[config.mk]
export PLATFORM = sky130hd
export DESIGN_NAME = instr_fetch_unit
export DESIGN_NICKNAME = d
export VERILOG_FILES = /design/src/rtl/ifu_pkg.sv /design/src/rtl/ifu_buffer.sv /design/src/rtl/instr_fetch_unit.sv
export SDC_FILE = /design/constraint.sdc
export NUM_CORES = 1
export LEC_CHECK = 0
export BUFFER_PORTS_ARGS = -buffer_cell sky130_fd_sc_hd__clkbuf_2
export CORE_ASPECT_RATIO = 2
export CORE_UTILIZATION = 25
export CTS_BUF_LIST = sky130_fd_sc_hd__clkbuf_8
export DETAILED_ROUTE_END_ITERATION = 8
export PLACE_DENSITY_LB_ADDON = 0.25
export SLEW_MARGIN = 20
export SYNTH_ARGS = -nofsm -noshare
export SYNTH_HDL_FRONTEND = slang
export SYNTH_SLANG_ARGS = --single-unit
[constraint.sdc]
create_clock -name clk -period 20.2 [get_ports clk]
set_input_delay 4.04 -clock clk [delete_from_list [all_inputs] [get_ports clk]]
set_output_delay 4.04 -clock clk [all_outputs]
set_load 0.02 [all_outputs]
[src/rtl/ifu_pkg.sv]
// Shared types for the instruction fetch unit: FSM states, buffer entry layout and PC constants.
// No logic lives here.
package ifu_pkg;

   typedef enum logic [1:0] {
      IDLE    = 2'd0,
      REQ     = 2'd1,
      WAIT    = 2'd2,
      DISCARD = 2'd3
   } ifu_state_t;

   typedef struct packed {
      logic [31:0] pc;
      logic [31:0] inst;
   } ifu_entry_t;

   localparam logic [31:0] PC_INC        = 32'd4;
   localparam logic [31:0] PC_ALIGN_MASK = 32'hFFFF_FFFC;

endpackage

[src/rtl/ifu_buffer.sv]
// Parameterised-depth instruction FIFO with flush; head is registered (push visible next cycle).
// Push is accepted when not full or when popping in the same cycle; flush empties it at once.
module ifu_buffer
   import ifu_pkg::*;
#(
   parameter int DEPTH = 1
) (
   input  logic                         clk,
   input  logic                         system_reset_n,
   input  logic                         flush,
   input  logic                         push,
   input  ifu_entry_t                   push_entry,
   input  logic                         pop,
   output ifu_entry_t                   head,
   output logic                         full,
   output logic                         empty,
   output logic [$clog2(DEPTH+1)-1:0]   count
);

   localparam int AW    = (DEPTH > 1) ? $clog2(DEPTH) : 1;
   localparam int SLOTS = 2 ** AW;
   localparam int CW    = $clog2(DEPTH + 1);

   ifu_entry_t    mem [SLOTS];
   logic [AW-1:0] wr_ptr;
   logic [AW-1:0] rd_ptr;
   logic          do_push;
   logic          do_pop;

   function automatic logic [AW-1:0] next_ptr(input logic [AW-1:0] p);
      return (p == AW'(DEPTH - 1)) ? '0 : p + 1'b1;
   endfunction

   assign empty   = (count == '0);
   assign full    = (count == CW'(DEPTH));
   assign do_pop  = pop && !empty;
   assign do_push = push && (!full || do_pop);
   assign head    = mem[rd_ptr];

   always_ff @(posedge clk) begin
      if (do_push) begin
         mem[wr_ptr] <= push_entry;
      end
   end

   always_ff @(posedge clk) begin
      if (!system_reset_n || flush) begin
         wr_ptr <= '0;
         rd_ptr <= '0;
         count  <= '0;
      end else begin
         if (do_push) begin
            wr_ptr <= next_ptr(wr_ptr);
         end
         if (do_pop) begin
            rd_ptr <= next_ptr(rd_ptr);
         end
         case ({do_push, do_pop})
            2'b10:   count <= count + 1'b1;
            2'b01:   count <= count - 1'b1;
            default: count <= count;
         endcase
      end
   end

endmodule

[src/rtl/instr_fetch_unit.sv]
// Instruction fetch unit: one outstanding IMEM request feeding a buffer of depth 1 (2 with IFU_PREFETCH_EN).
// Fetches stall while buffer plus in-flight request would exceed depth; taken branches flush and redirect.
module instr_fetch_unit
   import ifu_pkg::*;
#(
   parameter logic [31:0] RESET_PC = 32'h0000_0000,
   parameter logic [31:0] NOP_INST = 32'h0000_0013
) (
   input  logic        clk,
   input  logic        system_reset_n,
   input  logic        E_PC,
   input  logic        select_programcounter,
   input  logic        branch_cmp_output,
   input  logic [31:0] branch_target,
   output logic        imem_req,
   output logic [31:0] imem_addr,
   input  logic        imem_ack,
   input  logic        imem_rvalid,
   input  logic [31:0] imem_rdata,
   output logic [31:0] inst_CCD,
   output logic        inst_valid,
   output logic [31:0] inst_pc
);

`ifdef IFU_PREFETCH_EN
   localparam int DEPTH = 2;
`else
   localparam int DEPTH = 1;
`endif

   ifu_state_t                    state;
   ifu_state_t                    state_nxt;
   logic [31:0]                   fetch_pc;
   logic [31:0]                   req_pc;
   logic                          redirect;
   logic                          pop;
   logic                          push;
   logic                          slot_after_push;
   logic                          buf_full;
   logic                          buf_empty;
   logic [$clog2(DEPTH+1)-1:0]    count;
   ifu_entry_t                    head;
   ifu_entry_t                    push_entry;

   assign pop             = E_PC && inst_valid;
   assign redirect        = pop && select_programcounter && branch_cmp_output;
   assign slot_after_push = pop || (int'(count) < DEPTH - 1);
   assign push_entry      = '{pc: req_pc, inst: imem_rdata};

   always_comb begin
      state_nxt = state;
      push      = 1'b0;
      case (state)
         IDLE:    if (!buf_full || pop) state_nxt = REQ;
         REQ:     if (imem_ack) state_nxt = WAIT;
         WAIT: begin
            if (imem_rvalid) begin
               push      = 1'b1;
               state_nxt = slot_after_push ? REQ : IDLE;
            end
         end
         DISCARD: if (imem_rvalid) state_nxt = REQ;
         default: state_nxt = IDLE;
      endcase
      // A beat arriving in the redirect cycle is dropped here, so nothing is left to discard.
      if (redirect) begin
         push = 1'b0;
         case (state)
            WAIT, DISCARD: state_nxt = imem_rvalid ? REQ : DISCARD;
            REQ:           state_nxt = imem_ack ? DISCARD : REQ;
            default:       state_nxt = REQ;
         endcase
      end
   end

   always_ff @(posedge clk) begin
      if (!system_reset_n) begin
         state    <= IDLE;
         fetch_pc <= RESET_PC;
         req_pc   <= RESET_PC;
      end else begin
         state <= state_nxt;
         if (redirect) begin
            fetch_pc <= branch_target & PC_ALIGN_MASK;
         end else if (state == REQ && imem_ack) begin
            fetch_pc <= fetch_pc + PC_INC;
         end
         if (state == REQ && imem_ack) begin
            req_pc <= fetch_pc;
         end
      end
   end

   ifu_buffer #(.DEPTH(DEPTH)) u_buffer (
      .clk            (clk),
      .system_reset_n (system_reset_n),
      .flush          (redirect),
      .push           (push),
      .push_entry     (push_entry),
      .pop            (pop && !redirect),
      .head           (head),
      .full           (buf_full),
      .empty          (buf_empty),
      .count          (count)
   );

   assign imem_req   = (state == REQ);
   assign imem_addr  = fetch_pc;
   assign inst_valid = !buf_empty;
   assign inst_CCD   = buf_empty ? NOP_INST : head.inst;
   assign inst_pc    = buf_empty ? 32'h0 : head.pc;

endmodule

* After elaboration in Yosys (flattened, before gate mapping) *
Memory sizes are Yosys's and may differ from the RTL's. A register that Yosys moved wholly into a read port is not among the register bits.
Index checks and enable logic that the tools add are counted.

storage, ports and cells
  bits in writable memories = 128
  memories kept = 1
  word-level logic and storage cells = 66
  register bits after elaboration = 69
  output and inout bits = 98

operators by class
  mux-type cells = 24
  eq/ne operators = 9
  reduce and logical (&&, ||, !) cells = 19
  add/subtract/negate cells = 5
  bitwise operators = 1

memories
  memory        depth  bits a word  read ports  clocked after memory_dff  wr ports  RTL line          RTL
  u_buffer.mem  2      64           1           1                         1         ifu_buffer.sv:24  ifu_entry_t mem [SLOTS];

operator list
  cell                                                              number
  32-bit 2-to-1 mux                                                 4
  32-bit by 3-bit adder with 32-bit output (second input constant)  1
  2-bit 2-to-1 mux                                                  7
  1-bit 2-to-1 mux                                                  10
  3-bit != test (second input constant)                             3
  2-bit one-hot mux with 4 select lines                             1
  1-bit logical AND                                                 7
  2-bit == test (second input constant)                             3
  2-bit by 1-bit == test with 1-bit output (second input constant)  2
  2-bit one-hot mux with 2 select lines                             1
  4-bit AND reduction                                               1
  2-bit nonzero test                                                2
  2-bit OR reduction                                                2
  1-bit adder (second input constant)                               3
  1-bit zero test                                                   3
  1-bit logical OR                                                  3
  3-bit by 1-bit != test with 1-bit output (second input constant)  1
  2-bit zero test                                                   1
  1-bit one-hot mux with 2 select lines                             1
  1-bit NOT                                                         1
  1-bit subtractor (second input constant)                          1

* Logic depth before layout (Yosys ltp) *
  word-level depth = 10
  depth in mapped cells = 6
  mapped depth without buffers = 6

* By module *
From an unflattened synthesis, not the netlist that was laid out.

unflattened totals
  cells, all modules = 522
  area, all modules = 5373.9 um^2

modules (own cells, without submodules)
  module            instances  seq. area each (um^2)  cells an instance  area an instance (um^2)
  instr_fetch_unit  1          1241.2                 450                3393.3
  ifu_buffer        1          1941.9                 72                 1980.6

* Least setup slack after synthesis *
OpenSTA, ideal clock, no wires.

  kind = input -> register
  from = input select_programcounter
  to = memory u_buffer.mem[0][0] in the netlist's numbering (enable)
  setup time = 0.558 ns
  arrival time = 8.691 ns
  slack = 10.951 ns
  stages on the path = 3
  required time = 19.642 ns
  cells stage by stage = and4_1 -> clkbuf_1 -> nor3_1

between the ends
  longest elaborated chain between the ends = 9

RTL lines
  item                                      RTL line                 RTL
  start, declared                           instr_fetch_unit.sv:12   input logic select_programcounter,
  1-bit logical AND * (2 in a row)          instr_fetch_unit.sv:46   assign redirect = pop && select_programcounter && branch_cmp_output;
  1-bit zero test                           instr_fetch_unit.sv:100  .pop (pop && !redirect),
  1-bit logical AND                         instr_fetch_unit.sv:100
  1-bit logical AND                         ifu_buffer.sv:36         assign do_pop = pop && !empty;
  1-bit logical OR                          ifu_buffer.sv:37         assign do_push = push && (!full || do_pop);
  1-bit logical AND *                       ifu_buffer.sv:37
  net u_buffer.do_push                      ifu_buffer.sv:27         logic do_push;
  1-bit 2-to-1 mux *                        ifu_buffer.sv:41         if (do_push) begin
  1-bit 2-to-1 mux (implied by the code) *  ifu_buffer.sv:42         mem[wr_ptr] <= push_entry;
  end, declared                             ifu_buffer.sv:24

The timed path passes the listed nets; every way through them passes the cells marked *.

* Final worst setup path *
  from = register u_buffer.count
  to = output inst_pc[7]

between the ends
  longest elaborated chain between the ends = 1

RTL lines
  item                    RTL line                 RTL
  start, declared         ifu_buffer.sv:17         output logic [$clog2(DEPTH+1)-1:0] count
  start signal, assigned  ifu_buffer.sv:59         2'b10: count <= count + 1'b1;
  start signal, assigned  ifu_buffer.sv:60         2'b01: count <= count - 1'b1;
  start signal, assigned  ifu_buffer.sv:61         default: count <= count;
  32-bit 2-to-1 mux       instr_fetch_unit.sv:111  assign inst_pc = buf_empty ? 32'h0 : head.pc;
  end, declared           instr_fetch_unit.sv:22   output logic [31:0] inst_pc

No other way between the ends.

==> flow_summary.json <==
{
  "multiInputGateArea_mm2": 0.001851,
  "clock_sinks": 125,
  "dp_hpwl_mm": 10.04,
  "power.density_cell_area_mw_per_mm2": 81.42,
  "tritoncts": "done",
  "insertion_delay_ns": 0.43,
  "die_y_extent_um": 204.1,
  "route.detailed.drc": 0,
  "fmax_mhz": 171.8,
  "synth-seq-area-share_pct": 61.19,
  "setup_repair_after_global_routing_missed_its_margin": "false",
  "post_cts.resized_instances": 0,
  "cts_max_path_buffers": 2,
  "synth_top_flop_cell": "sky130_fd_sc_hd__dfxtp_1",
  "startpoint": "u_buffer.count",
  "grt_max_degree": 68,
  "core_footprint_mm2": 0.01991,
  "netlist_area_mm2": 0.005104,
  "post-cts-setup-buffers": 0,
  "synth_edf_count": 62,
  "synth_top_area_cell": "sky130_fd_sc_hd__edfxtp_1",
  "synth.top_cells.by_area": "sky130_fd_sc_hd__edfxtp_1 36%, sky130_fd_sc_hd__dfxtp_1 25%, sky130_fd_sc_hd__and2_1 7.2%",
  "root_buffer": "sky130_fd_sc_hd__clkbuf_8",
  "timing.max_slew.rel_slack_pct": 39.37,
  "fin_setup_tns_ns": 0,
  "rrSetupSlack_ns": 17.85,
  "drt-pass1-iter-count": 4,
  "synth.avg_cell_area_um2": 10.63,
  "wl_per_cell_um": 14.78,
  "rows": 73,
  "finalSetupViolCount": 0,
  "reg2reg_depth": 3,
  "min_period_over_period_pct": 28.82,
  "cellLeakagePower_nw": 2.484,
  "timing_hold_violations_final": 0,
  "final.fill_count": 2134,
  "route.antenna.remaining_nets": 0,
  "grt.overflow.total": 0,
  "critPathMaxFanout": 67,
  "syn-instance-count": 480,
  "post_cts_hold_buffer_count": 0,
  "ys.warnings.count": 0,
  "ios": 169,
  "cp-end-kind": "output port",
  "maxCapViolCount": 0,
  "area_growth_syn_to_layout_pct": 29.44,
  "status": "complete, no violations",
  "worst_setup_path_type": "reg2out",
  "register_area_mm2": 0.003124,
  "r2r_end": "u_buffer.mem[0][26]",
  "grt_util_all_layers_pct": 13.62,
  "maxSlewViolCount": 0,
  "routed-via-count": 3959,
  "synth_seq_cells": 125,
  "antenna_found_initial": 0,
  "post_route_cells_drive_above_1_share_pct": 31.60,
  "initial_core_util_pct": 25.63,
  "critPathArrivalTime_ns": 1.78,
  "dr_iter_0_viols": 175,
  "die_area_mm2": 0.02102,
  "yosys.cell_types.count": 39,
  "io_buffer_count": 162,
  "die_width_um": 103.0,
  "worst_tran_pin_value_ns": 0.9025,
  "gp_routability_congestion": 0.8172,
  "reg2reg_from": "u_buffer.count",
  "min_period_ns": 5.822,
  "first_pass_grt_wire_length_mm": 21.31,
  "drt_wl_total_mm": 13.51,
  "timing.critical_path.to": "inst_pc[7]",
  "grt_pass1_vias": 4028,
  "skew_ns": 0.008348,
  "clock_buffers_created_by_tritoncts": 17,
  "design.final.nets": 711,
  "worstSetupStartpointType": "flop",
  "insertedDiodeCount": 0,
  "hold_class": "reg2reg",
  "power.ir.vdd_worst_mv": 0.04358,
  "cts_htree_levels": 4,
  "routed_via_density": 4.332,
  "clk_pin_slew_worst_paths_ns": 0.08,
  "netlist.area_leader.share_pct": 36.48,
  "min-delay-start": "req_pc[26]",
  "critical_path_rt_ns": 16.16,
  "worst_hold_slack_ns": 0.4265,
  "synthArstFlopShare_pct": 0
}
## cells in the mapped netlist, types with 3 or more instances
| master | count |
|---|---|
| sky130_fd_sc_hd__nand2_1 | 75 |
| sky130_fd_sc_hd__dfxtp_1 | 63 |
| sky130_fd_sc_hd__edfxtp_1 | 62 |
| sky130_fd_sc_hd__and2_1 | 59 |
| sky130_fd_sc_hd__a21oi_1 | 52 |
| sky130_fd_sc_hd__clkbuf_1 | 25 |
| sky130_fd_sc_hd__o21ai_0 | 22 |
| sky130_fd_sc_hd__xor2_1 | 16 |
| sky130_fd_sc_hd__nand3_1 | 12 |
| sky130_fd_sc_hd__xnor2_1 | 12 |
| sky130_fd_sc_hd__nand4_1 | 10 |
| sky130_fd_sc_hd__nor2_1 | 10 |
| sky130_fd_sc_hd__nor3_1 | 8 |
| sky130_fd_sc_hd__inv_1 | 5 |
| sky130_fd_sc_hd__a211oi_1 | 4 |
| sky130_fd_sc_hd__a22oi_1 | 4 |
| sky130_fd_sc_hd__buf_4 | 4 |
| sky130_fd_sc_hd__nand2b_1 | 4 |
| sky130_fd_sc_hd__nor2b_1 | 4 |
| sky130_fd_sc_hd__o22ai_1 | 4 |
| sky130_fd_sc_hd__nand3b_1 | 3 |
## cell type report
class | instances | area share, %
clock inverters | 14 | 2.860
clock buffers | 18 | 3.750
multi-input cells | 323 | 28.01
repair buffers | 167 | 12.84
well taps | 262 | 4.962
inverters | 5 | 0.2841
flip-flops and latches | 125 | 47.29
## layer usage
layer / GRT usage, % / vias up / share of wire [%]
met4: 6.992 / 0 / 2.6
met5: 0 / - / 0
li1: - / 1992 / -
met1: 14.43 / 1826 / 38
met2: 24.71 / 123 / 55
met3: 2.736 / 18 / 4.5
## stage by stage
stage | cells | instance area (µm²) | total power, mW | setup WS [ns] | utilization [%]
floorplan | 483 | 5115 | 0.2902 | 10.95 | -
global placement | 882 | 6170 | 0.3023 | 14.43 | 30.99
detailed placement | 882 | 6170 | 0.3026 | 14.40 | 30.99
CTS | 914 | 6606 | 0.5468 | 14.22 | 33.18
global route | 914 | 6606 | 0.5615 | 14.10 | 33.18
finish | 914 | 6606 | 0.5379 | 14.38 | 33.18
## kinds of logic (layout without fill, tap and decap cells)
kind of cell / after synthesis / count (layout) / share of synthesized area (%)
other: 1 / 4 / 0.07348
flip-flops: 125 / 125 / 61.19
adder cells (fa/ha/maj): 1 / 1 / 0.2451
buffers and inverters: 35 / 204 / 2.868
AO/OA/AOI/OAI: 88 / 88 / 9.316
multiplexers: 1 / 1 / 0.1961
AND/OR/NAND/NOR: 201 / 201 / 21.30
XOR/XNOR: 28 / 28 / 4.805
## report_power, final
group | internal, mW | switching [mW] | total, mW | leakage, nW
clock | 0.138 | 0.104 | 0.242 | 0.209
sequential | 0.269 | 0.00255 | 0.271 | 1.04
combinational | 0.00950 | 0.0157 | 0.0252 | 1.23
total | 0.416 | 0.122 | 0.538 | 2.48
## state kept, by name, indices dropped and copies added (netlist names)
signal	count
u_buffer.mem	62
imem_addr	30
req_pc	30
state	2
u_buffer.count	1
## cells in the final DEF, fill, tap and decap left out, types with 4 or more instances in the layout
cell type / count
sky130_fd_sc_hd__a211oi_1: 4
sky130_fd_sc_hd__a21oi_1: 52
sky130_fd_sc_hd__a22oi_1: 4
sky130_fd_sc_hd__and2_1: 59
sky130_fd_sc_hd__buf_4: 5
sky130_fd_sc_hd__bufinv_16: 4
sky130_fd_sc_hd__clkbuf_2: 162
sky130_fd_sc_hd__clkbuf_8: 18
sky130_fd_sc_hd__conb_1: 4
sky130_fd_sc_hd__dfxtp_1: 62
sky130_fd_sc_hd__edfxtp_1: 62
sky130_fd_sc_hd__inv_1: 5
sky130_fd_sc_hd__inv_6: 4
sky130_fd_sc_hd__nand2_1: 75
sky130_fd_sc_hd__nand2b_1: 4
sky130_fd_sc_hd__nand3_1: 12
sky130_fd_sc_hd__nand4_1: 10
sky130_fd_sc_hd__nor2_1: 10
sky130_fd_sc_hd__nor2b_1: 4
sky130_fd_sc_hd__nor3_1: 7
sky130_fd_sc_hd__o21ai_0: 22
sky130_fd_sc_hd__o22ai_1: 4
sky130_fd_sc_hd__xnor2_1: 12
sky130_fd_sc_hd__xor2_1: 16
## worst min-delay path by stage
stage                     endpoint  slack, ns  depth (start not counted)
2_1_floorplan  u_buffer.mem[0][34]       0.41                          0
3_3_place_gp   u_buffer.mem[0][39]       0.42                          0
3_5_place_dp   u_buffer.mem[0][35]       0.42                          0
4_1_cts        u_buffer.mem[0][58]       0.43                          0
5_1_grt        u_buffer.mem[0][55]       0.45                          0
6_report       u_buffer.mem[0][58]       0.43                          0
## critical path, stage by stage, from the launching register on
cell and delay [ns]:
sky130_fd_sc_hd__dfxtp_2 0.92, sky130_fd_sc_hd__and2_1 0.26, sky130_fd_sc_hd__clkbuf_2 0.17
Note: power is estimated with default switching activity, not from simulation.
